===== src/rtl/aes_host_link.sv =====
// aes_host_link: bit-banged host side of an AES target link.
//
// A start request latches a 128-bit plaintext and key. The block then sends
// both MSB-first, one byte per load strobe (sig_in), waits a fixed idle gap,
// and reads eight 16-bit ciphertext words on read strobes (sig_out). Each
// strobe is held high and then low for fixed cycle counts, so a slow or
// debounced target can follow it.
//
// Parameters
//   PULSE_CYCLES : cycles each strobe is held high (must exceed target debounce)
//   GAP_CYCLES   : cycles each strobe is held low after a pulse
//   WAIT_CYCLES  : idle cycles between the last load strobe and first read strobe
//
// Ports
//   clk      in   sole clock, rising edge
//   rst      in   asynchronous active-high reset
//   start    in   one-cycle transaction request, honoured only when idle
//   pt       in   [127:0] plaintext, sampled on accepted start
//   key      in   [127:0] key, sampled on accepted start
//   busy     out  high from start acceptance until done
//   done     out  one-cycle completion pulse; ct valid from this cycle on
//   ct       out  [127:0] assembled ciphertext
//   tx_data  out  [7:0] plaintext byte to target
//   tx_key   out  [7:0] key byte to target
//   sig_in   out  load strobe
//   sig_out  out  read strobe
//   rx_data  in   [15:0] ciphertext word from target
//
// Build option
//   AES_HOST_LINK_RXSYNC_EN : when defined, rx_data passes through a two-flop
//   synchronizer before capture. Latency is unchanged because rx_data is
//   sampled only at the end of each read gap.

module aes_host_link #(
  parameter int unsigned PULSE_CYCLES = 1100,
  parameter int unsigned GAP_CYCLES   = 1100,
  parameter int unsigned WAIT_CYCLES  = 128
) (
  input  logic         clk,
  input  logic         rst,
  input  logic         start,
  input  logic [127:0] pt,
  input  logic [127:0] key,
  output logic         busy,
  output logic         done,
  output logic [127:0] ct,
  output logic [7:0]   tx_data,
  output logic [7:0]   tx_key,
  output logic         sig_in,
  output logic         sig_out,
  input  logic [15:0]  rx_data
);

  // Timer counts down to zero, so a state lasting N cycles loads N-1.
  localparam logic [15:0] PulseLoad = 16'(PULSE_CYCLES - 1);
  localparam logic [15:0] GapLoad   = 16'(GAP_CYCLES - 1);
  localparam logic [15:0] WaitLoad  = 16'(WAIT_CYCLES - 1);

  typedef enum logic [2:0] {
    IDLE  = 3'd0,
    TX_HI = 3'd1,
    TX_LO = 3'd2,
    WAIT  = 3'd3,
    RX_HI = 3'd4,
    RX_LO = 3'd5,
    DONE  = 3'd6
  } state_t;

  state_t        state;
  logic [3:0]    byte_idx;
  logic [2:0]    word_idx;
  logic [15:0]   timer;
  logic [127:0]  pt_q;
  logic [127:0]  key_q;
  logic [3:0]    byte_nxt;
  logic [2:0]    word_nxt;
  logic [15:0]   rx_cap;

  assign byte_nxt = byte_idx + 4'd1;
  assign word_nxt = word_idx + 3'd1;

`ifdef AES_HOST_LINK_RXSYNC_EN
  logic [15:0] rx_meta;
  logic [15:0] rx_sync;

  always_ff @(posedge clk or posedge rst) begin
    if (rst) begin
      rx_meta <= '0;
      rx_sync <= '0;
    end else begin
      rx_meta <= rx_data;
      rx_sync <= rx_meta;
    end
  end

  assign rx_cap = rx_sync;
`else
  assign rx_cap = rx_data;
`endif

  // Byte n sits at bit 127-8n = {~n, 3'b111}; word w at 127-16w = {~w, 4'hf}.
  always_ff @(posedge clk or posedge rst) begin
    if (rst) begin
      state    <= IDLE;
      byte_idx <= '0;
      word_idx <= '0;
      timer    <= '0;
      pt_q     <= '0;
      key_q    <= '0;
      ct       <= '0;
      tx_data  <= '0;
      tx_key   <= '0;
      sig_in   <= 1'b0;
      sig_out  <= 1'b0;
      busy     <= 1'b0;
      done     <= 1'b0;
    end else begin
      done <= 1'b0;
      unique case (state)
        IDLE: begin
          if (start) begin
            pt_q     <= pt;
            key_q    <= key;
            byte_idx <= '0;
            word_idx <= '0;
            busy     <= 1'b1;
            tx_data  <= pt[127:120];
            tx_key   <= key[127:120];
            sig_in   <= 1'b1;
            timer    <= PulseLoad;
            state    <= TX_HI;
          end
        end

        TX_HI: begin
          if (timer == '0) begin
            sig_in <= 1'b0;
            timer  <= GapLoad;
            state  <= TX_LO;
          end else begin
            timer <= timer - 16'd1;
          end
        end

        TX_LO: begin
          if (timer == '0) begin
            if (byte_idx == 4'd15) begin
              timer <= WaitLoad;
              state <= WAIT;
            end else begin
              byte_idx <= byte_nxt;
              tx_data  <= pt_q[{~byte_nxt, 3'b111} -: 8];
              tx_key   <= key_q[{~byte_nxt, 3'b111} -: 8];
              sig_in   <= 1'b1;
              timer    <= PulseLoad;
              state    <= TX_HI;
            end
          end else begin
            timer <= timer - 16'd1;
          end
        end

        WAIT: begin
          if (timer == '0) begin
            sig_out <= 1'b1;
            timer   <= PulseLoad;
            state   <= RX_HI;
          end else begin
            timer <= timer - 16'd1;
          end
        end

        RX_HI: begin
          if (timer == '0) begin
            sig_out <= 1'b0;
            timer   <= GapLoad;
            state   <= RX_LO;
          end else begin
            timer <= timer - 16'd1;
          end
        end

        RX_LO: begin
          if (timer == '0) begin
            ct[{~word_idx, 4'hf} -: 16] <= rx_cap;
            if (word_idx == 3'd7) begin
              timer <= '0;
              state <= DONE;
            end else begin
              word_idx <= word_nxt;
              sig_out  <= 1'b1;
              timer    <= PulseLoad;
              state    <= RX_HI;
            end
          end else begin
            timer <= timer - 16'd1;
          end
        end

        DONE: begin
          done  <= 1'b1;
          busy  <= 1'b0;
          state <= IDLE;
        end

        default: begin
          sig_in  <= 1'b0;
          sig_out <= 1'b0;
          busy    <= 1'b0;
          state   <= IDLE;
        end
      endcase
    end
  end

endmodule

===== config.mk =====
export PLATFORM = sky130hd
export DESIGN_NAME = aes_host_link
export DESIGN_NICKNAME = d
export VERILOG_FILES = /design/src/rtl/aes_host_link.sv
export SDC_FILE = /design/constraint.sdc
export NUM_CORES = 1
export LEC_CHECK = 0
export CAP_MARGIN = 20
export CORE_UTILIZATION = 46
export DETAILED_ROUTE_END_ITERATION = 7
export HOLD_SLACK_MARGIN = 0.15
export PLACE_DENSITY_LB_ADDON = 0.08
export SYNTH_ARGS = -nofsm -noshare
export SYNTH_HDL_FRONTEND = slang
export SYNTH_SLANG_ARGS = --single-unit

===== constraint.sdc =====
create_clock -name clk -period 13.65 [get_ports clk]
set_input_delay 2.73 -clock clk [delete_from_list [all_inputs] [get_ports clk]]
set_output_delay 2.73 -clock clk [all_outputs]
set_load 0.01 [all_outputs]

Yosys cells after proc, flatten, opt, wreduce, memory -nomap -nowiden
Cells that the tools add are included.
{ "word_totals": {"ff_bits": 430, "output_inout_bits": 148} }
{ "op_classes": {"n_addsub": 4, "n_eq_ne": 16, "n_mux": 44, "n_shift": 4, "bitwise_logic": 5, "n_reduce_logical": 18} }
{ "op_table": {"columns": ["op", "n"], "rows": [
  ["variable part select 135 x 8 -> 8 bit", 2],
  ["variable shift 16 x 9 -> 143 bit, first input constant", 1],
  ["variable part select 16 x 9 -> 143 bit", 1],
  ["bitwise mux 128 bit", 1],
  ["2-to-1 mux 16 bit", 4],
  ["case mux 16 bit (4 select lines)", 1],
  ["2-to-1 mux 8 bit", 6],
  ["case mux 8 bit (2 select lines)", 2],
  ["2-to-1 mux 3 bit", 9],
  ["2-to-1 mux 11 bit", 2],
  ["case mux 3 bit (6 select lines)", 1],
  ["logical NOT 16 bit", 1],
  ["!= test 2 bit, second input constant", 8],
  ["subtractor 16 x 1 -> 16 bit, second input constant", 1],
  ["== test 3 bit, second input constant", 4],
  ["2-to-1 mux 4 bit", 3],
  ["AND reduction 5 bit", 2],
  ["negator 7 -> 9 bit", 1],
  ["2-to-1 mux 1 bit", 8],
  ["case mux 1 bit (4 select lines)", 2],
  ["case mux 4 bit (2 select lines)", 1],
  ["AND reduction 2 bit", 4],
  ["AND reduction 4 bit", 2],
  ["OR reduction 4 bit", 2],
  ["17 further kinds", 22]
]} }

Logic depth before layout (Yosys ltp)
Gate-level depths: netlist of run 1.
{ "logic_depth": {"ltp_word": 6, "ltp_mapped": 10, "depth_no_buf": 8} }

Least setup slack after synthesis of run 1
OpenSTA, ideal clock, no wires.
{ "synth_path": {"path_type": "input to register", "startpoint": "in start", "endpoint": "reg key_q[114]", "setup_time_ns": 0.065, "cell_stages": 6, "slack_ns": 9.862, "n_path_buf": 3, "t_arrival_ns": 3.722, "required_ns": 13.585, "path_cell_list": "and3_1 > clkbuf_1 > clkbuf_1 > buf_1 > nand2_1 > nand2_1"} }
{ "synth_via": {"elab_chain_cells": 1} }
{ "synth_lines": {"columns": ["element", "line", "source"], "rows": [
  ["start: declaration", "41", "input logic start,"],
  ["AND reduction 2 bit (no line)", null, null],
  ["end signal: assignment", "123", "key_q <= key;"],
  ["end: declaration", "74", "logic [127:0] key_q;"]
]} }
Every way passes these cells.
A chain may end at the register's enable or synchronous reset.

Final worst setup path of run 1
{ "layout_path": {"startpoint": "in start", "endpoint": "reg pt_q[27]"} }
{ "layout_via": {"elab_chain_cells": 1} }
{ "layout_lines": {"columns": ["element", "line", "source"], "rows": [
  ["AND reduction 2 bit (no line)", null, null],
  ["end signal: assignment", "122", "pt_q <= pt;"],
  ["end: declaration", "73", "logic [127:0] pt_q;"]
]} }
Every way passes these cells.

==> results of run 1 <==
-- cell families after synthesis --
family | count (synthesis)
muxes | 66
xor gates and xnor gates | 3
and+or+nand+nor | 1181
adders and majority gates | 9
DFF | 430
AOI/OAI and AO/OA | 224
buffers and inverters | 133
-- stage by stage --
step                setup slack, ns  area (sq um)  total power [mW]
floorplan                      5.11         19000              1.88
global placement               7.49         23500              2.11
detailed placement             7.43         23600              2.13
CTS                            8.02         25100              3.40
global route                   7.72         25100              3.53
finish                         8.04         25100              3.37
-- cell usage in the layout, fill, tap and decap left out, types with 16 or more instances in the layout --
master and count:
o21ai_1 24, nor2b_1 19, dfrtp_1 429, o31ai_1 21, clkbuf_16 47, clkdlybuf4s50_1 422, a21oi_1 30, nor2_1 36
mux4_2 64, nand2_1 1054, nand3_1 25, o21ai_0 107, a2111oi_0 16
-- state kept, by name, summed over array words and instances, names as in the netlist --
signal	flops
busy	1
timer	16
tx_data	8
sig_in	1
byte_idx	4
state	3
done	1
ct	128
key_q	128
pt_q	128
word_idx	3
tx_key	8
sig_out	1
-- power by group through the flow --
stage	Clock [mW]	Combinational, mW	Sequential, mW
after global routing	1.34	0.607	1.58
after global placement	0	0.536	1.57
after CTS	1.29	0.551	1.56
after detailed placement	0	0.549	1.58
final	1.27	0.546	1.56
after floorplan	0	0.331	1.55
-- synthesized netlist by cell type, types with 2 or more instances --
master     count  area share (%)
dfrtp_1      430              57
a21oi_1       30            0.79
o31a_1         2           0.092
buf_2         21            0.55
o21ai_0      107             2.8
o21ai_1       24            0.63
mux2i_1        2            0.11
and2_1         2           0.066
buf_1          2           0.040
nor2_1        36            0.71
buf_4          2           0.079
o31ai_1       21            0.83
mux4_2        64             7.6
nand3_1       26            0.69
nand2b_1       5            0.16
o21a_1         2           0.079
nand4_1        6            0.20
o21ai_2       10            0.46
inv_1         12            0.24
buf_6          5            0.30
nand2_1     1054              21
a2111oi_0     16            0.74
xor2_1         2           0.092
clkbuf_1      91             1.8
or3_4          2            0.12
or2_2          2           0.066
or3_1          3           0.099
ha_1           9            0.59
nor3_1         8            0.21
nand4_4        3            0.34
nor4_1         4            0.13
nor2b_1       19            0.63
-- metal layers --
layer	up-vias	track usage (%)	routed length (um)
li1	7406	-	-
met1	7537	33.9	22400
met2	468	44.1	26800
met3	96	7.19	4380
met4	10	9.63	1700
met5	-	0	67
-- final cells by class --
type | instances | area (sq um)
Inverter | 12 | 48.8
Sequential cell | 430 | 10800
Antenna cell | 5 | 12.5
Clock inverter | 16 | 186
Multi-Input combinational cell | 1483 | 7700
Timing Repair Buffer | 441 | 4410
Clock buffer | 67 | 1340
Tap cell | 532 | 666
Fill cell | 3540 | 15600
-- critical path: cells and delay by family --
family	cells	cell delay [ns]
buffers and inverters	3	2.41
and+or+nand+nor	3	0.91
-- worst min-delay path by stage --
stage | from | end | slack, ns
global route | pt_q[13] | pt_q[13] | 0.49
CTS | ct[9] | ct[9] | 0.47
global placement | ct[8] | ct[8] | 0.45
floorplan | timer[15] | timer[15] | 0.44
finish | key_q[38] | key_q[38] | 0.47
detailed placement | ct[8] | ct[8] | 0.45
==> metrics.yaml, run 1 <==
outcome:
  status: "finished clean"
pwr:
  internal_power_mw: 2.48
  p_clk_share_pct: 37.6
  p_sw_mw: 0.896
  peakVddDrop_mv: 0.0851
  p_sw_share_pct: 26.6
  power.leakage_nw: 11.8
  combPwrFrac_pct: 16.2
  powerDensity_nw_per_um2: 134
  p_seq_share_pct: 46.2
cts:
  post_cts_buffers: 0
  cts.path.max_buffers: 3
  ctsResizeCount: 0
  htree_levels: 2
  cts_root_buffer: "clkbuf_16"
  cts_tree: "yes"
  cts_sinks: 430
  cts_buffers: 45
  cts.clk_slew.worst_paths_ns: 0.06
  clk_latency_ns: 0.58
  cts_hold_buf: 0
floorplan:
  die_area_sq_um: 42000
  rows: 74
  initial_utilization_pct: 46.5
  die_w_um: 205
  core_sq_um: 40700
  die_y_um: 205
  num_io_pins: 423
timing:
  tightest_slew_ns: 1.08
  setup-tns-final_ns: 0
  hold_ws_ns: 0.467
  report.final.slew_viol_count: 0
  setup_viol: 0
  hold_viol_final: 0
  max_slew_margin_pct: 27.7
  timing.final.crit_share_pct: 41.1
  layout_min_cycle_time_ns: 5.61
  timing.fmax_mhz: 178
  finalClockSkew_ns: 0.0153
  rsz0062_at_grt: "no"
worst_setup_path:
  r2r-start: "state[2]"
  r2r_cells: 6
  worstSetupPathType: "input port to flip-flop"
  max_stage_delay_ns: 0.92
  startpoint: "start"
  cp_cell_sequence: "clkdlybuf4s50_1 -> and3_4 -> buf_4 -> buf_4 -> nand2_1 -> nand2_1"
  critPathMaxFanout: 105
  critPathCapture: "pt_q[27]"
  timing.rr.end: "pt_q[27]"
  rrSetupSlack_ns: 9.77
  worstPathRequired_ns: 14.16
  crit_arrival_ns: 6.13
  slowest_stage: "buf_4"
  cp-end-kind: "flip-flop"
  start_kind: "input port"
grt:
  grt_pass1_wl_um: 86700
  grt_usage_pct: 26.8
  antenna_found_initial: 8
  gr-total-overflow: 0
  grt_max_degree: 184
  grt_pass1_vias: 15500
drt:
  num_vias: 15500
  drc: 0
  routed_via_density: 5.20
  finalWirelength_um: 55400
  drt_pre_antenna_iters: 5
  ant_nets: 0
  wl_per_cell_um: 18.6
  drt-initial-drc-count: 1060
synthesis:
  ys_types: 56
  yosys.area_share.simple_pct: 24.8
  muxShareOfSynthArea_pct: 7.71
  synthArstFlopShare_pct: 100
  synth_fa_ha_area_share_pct: 0.594
  netlist_instances: 2046
  synth_top_family_by_area: "simple AND/OR/NAND/NOR gates"
  synth_compound_area_share_pct: 6.97
  synth_nets: 2330
  synth_flop_cell: "dfrtp_1"
  netlist_area_sq_um: 19000
  ys_warn_count: 0
  syn_avg_cell_area_sq_um: 9.27
  synth_seq_area_share_pct: 56.7
  synth_edf_count: 0
  yosys_register_bits: 430
  yosys.area_share.xor_xnor_pct: 0.139
place:
  io_buffers: 422
  hpwl_um: 38300
  place_inst: 2896
  routabilityCongestion: 0.879
cells_and_area:
  drive_above_1_share_pct: 7.72
  stdcell_count: 2986
  utilization_pct: 61.7
  final_nets: 2697
  syn_to_final_growth_pct: 32.5
min_path:
  min_path_type: "flip-flop to flip-flop"
  min_path_cells: 2
flow_run:
  drv_cap: 0
Power figures use the tool's default switching activity.
==> run 2, diff against run 1 <==
--- a/config.mk
+++ b/config.mk
@@ -6,7 +6,7 @@
 export NUM_CORES = 1
 export LEC_CHECK = 0
 export CAP_MARGIN = 20
-export CORE_UTILIZATION = 46
+export CORE_UTILIZATION = 50
 export DETAILED_ROUTE_END_ITERATION = 7
 export HOLD_SLACK_MARGIN = 0.15
 export PLACE_DENSITY_LB_ADDON = 0.08
==> constraint.sdc (replaced) <==
create_clock -name clk -period 5.5 [get_ports clk]
set_input_delay 1.1 -clock clk [delete_from_list [all_inputs] [get_ports clk]]
set_output_delay 1.1 -clock clk [all_outputs]
set_load 0.01 [all_outputs]
==> run 2 against run 1 <==
  * Setup slack got worse by 5.8 ns
  * Combinational power is 150% higher
  * Register-to-register slack lost 7.5 ns
  * Die area is 7.9% lower
  * Global-route usage up 1.6 points
  * Highest routed layer unchanged
  * Sequential cell count is the same
  * Clock power grew 130%
  * Largest power group unchanged
  * Clock skew down 0.0044 ns
  * Largest cell class unchanged
  * Final cell count shrank 1.2%
  * Critical path depth stayed put
  * Core utilization increased by 6.0 points
  * Final area decreased by 0.48%
==> metrics.yaml, run 2 (synthesis results as in run 1) <==
outcome:
  status: "finished clean"
timing:
  setup_viol: 0  # unchanged
  tightest_slew_ns: 1.06  # -0.0237 ns
  report.final.slew_viol_count: 0  # unchanged
  layout_min_cycle_time_ns: 3.28
  rsz0062_at_grt: "no"
  max_slew_margin_pct: 28.9  # +1.2 points
  setup_ws_ns: 2.22  # -5.81 ns
  finalClockSkew_ns: 0.0108  # -0.00444 ns
  timing.fmax_mhz: 305
  hold_viol_final: 0  # unchanged
  timing.final.crit_share_pct: 59.6
drt:
  wl_per_cell_um: 18.3  # -1.3%
  num_vias: 15600  # +0.71%
  drt_pre_antenna_iters: 7  # +2
  drt-initial-drc-count: 1192  # +12%
  routed_via_density: 5.30  # +2.0%
  drc: 0  # unchanged
  ant_nets: 0  # unchanged
  finalWirelength_um: 54000  # -2.6%
cts:
  cts.path.max_buffers: 3  # unchanged
  cts_hold_buf: 0  # unchanged
  cts.clk_slew.worst_paths_ns: 0.06  # about the same
  cts_tree: "yes"
  clk_latency_ns: 0.54  # -0.04 ns
  cts_root_buffer: "clkbuf_16"
  ctsResizeCount: 0  # unchanged
  htree_levels: 2  # unchanged
  post_cts_buffers: 0  # unchanged
  cts_sinks: 430  # unchanged
  cts_buffers: 45  # unchanged
grt:
  gr-total-overflow: 0  # unchanged
  grt_max_degree: 177  # -3.8%
  grt_pass1_vias: 15700  # +1.4%
  antenna_found_initial: 9  # +1
  grt_usage_pct: 28.4  # +1.6 points
  grt_pass1_wl_um: 85800  # -1.0%
worst_setup_path:
  cp-end-kind: "flip-flop"
  worstSetupPathType: "flip-flop to flip-flop"
  worstPathRequired_ns: 5.88  # -8.28 ns
  crit_arrival_ns: 3.66  # -2.47 ns
  r2r_cells: 6  # unchanged
  start_kind: "flip-flop"
  critPathMaxFanout: 65  # -38%
floorplan:
  die_y_um: 197  # -4.0%
  rows: 70  # -5.4%
  core_sq_um: 37000  # -9.3%
  num_io_pins: 423  # unchanged
  initial_utilization_pct: 51.3  # +4.8 points
  die_w_um: 197  # -4.0%
  die_area_sq_um: 38700  # -7.9%
cells_and_area:
  final_nets: 2696  # -0.037%
  fillers: 2987  # -16%
  top_regs: "ct: 128 flops, key_q: 128 flops, pt_q: 128 flops"
  utilization_pct: 67.7  # +6.0 points
  drive_above_1_share_pct: 7.46  # -0.26 points
  final_cell_mix: "nand2_1, dfrtp_1, clkdlybuf4s50_1"
  mostFrequentLayoutCell: "nand2_1"
  finalInstanceArea_sq_um: 25000  # -0.48%
  syn_to_final_growth_pct: 31.9
pwr:
  peakVddDrop_mv: 0.240  # +180%
  powerDensity_nw_per_um2: 324  # +140%
  power.leakage_nw: 11.8  # -0.42%
place:
  hpwl_um: 37700  # -1.5%
  routabilityCongestion: 0.880  # about the same
  placed_area_sq_um: 23600  # +0.15%
  place_ws_ns: 1.94  # -5.49 ns
  io_buffers: 422  # unchanged
min_path:
  min_path_type: "flip-flop to flip-flop"
  min_path_cells: 2  # unchanged
flow_run:
  drv_cap: 0  # unchanged
[run 2: report_power, final]
part	internal, mW	switching (mW)	total [mW]
Clock	1.69	1.20	2.89
Combinational	0.677	0.676	1.35
Sequential	3.60	0.274	3.87
[run 2: through the flow]
step	power [mW]	std cells	setup TNS (ns)	hold WS, ns
after global routing	8.51	2946	0	0.480
after detailed placement	5.27	2868	0	0.456
after global placement	5.23	2865	0	0.450
final	8.11	2949	0	0.464
after CTS	8.19	2943	0	0.468
after floorplan	4.66	2046	-604.31	0.437
[run 2: final cells by class]
| class | instances | area, sq um | share of cell area [%] |
|---|---|---|---|
| Sequential cell | 430 | 10800 | 43.0 |
| Multi-Input combinational cell | 1483 | 7700 | 30.8 |
| Tap cell | 504 | 631 | 2.52 |
| Antenna cell | 5 | 12.5 | 0.0500 |
| Inverter | 12 | 48.8 | 0.195 |
| Timing Repair Buffer | 440 | 4460 | 17.9 |
| Clock inverter | 9 | 70.1 | 0.280 |
| Clock buffer | 66 | 1320 | 5.26 |
[run 2: critical path, cell delays in order (launching register included)]
cell and delay [ns]:
dfrtp_4 0.68, ha_4 1.06, mux4_2 0.45, nand2_1 0.09
a21oi_1 0.08, a2111oi_0 0.59, o31ai_1 0.15
[run 2: metal layers]
| layer | part of all wire [%] | up-vias | track usage, % | wire length (um) |
|---|---|---|---|---|
| li1 | - | 7403 | - | - |
| met1 | 42 | 7631 | 38.1 | 22600 |
| met2 | 49 | 500 | 46.8 | 26300 |
| met3 | 7.0 | 87 | 5.97 | 3790 |
| met4 | 2.4 | 6 | 8.38 | 1310 |
| met5 | 0.078 | - | 0 | 42 |
[run 2: final timing paths]
kind | start | end | slack [ns]
max in group asynchronous | rst | pt_q[65] | 3.59
min in group asynchronous | rst | ct[29] | 0.94
setup reg to reg | byte_idx[0] | tx_data[7] | 2.22
hold reg to reg | ct[14] | ct[14] | 0.46
hold / removal | ct[14] | ct[14] | 0.46
setup / recovery | byte_idx[0] | tx_data[7] | 2.22
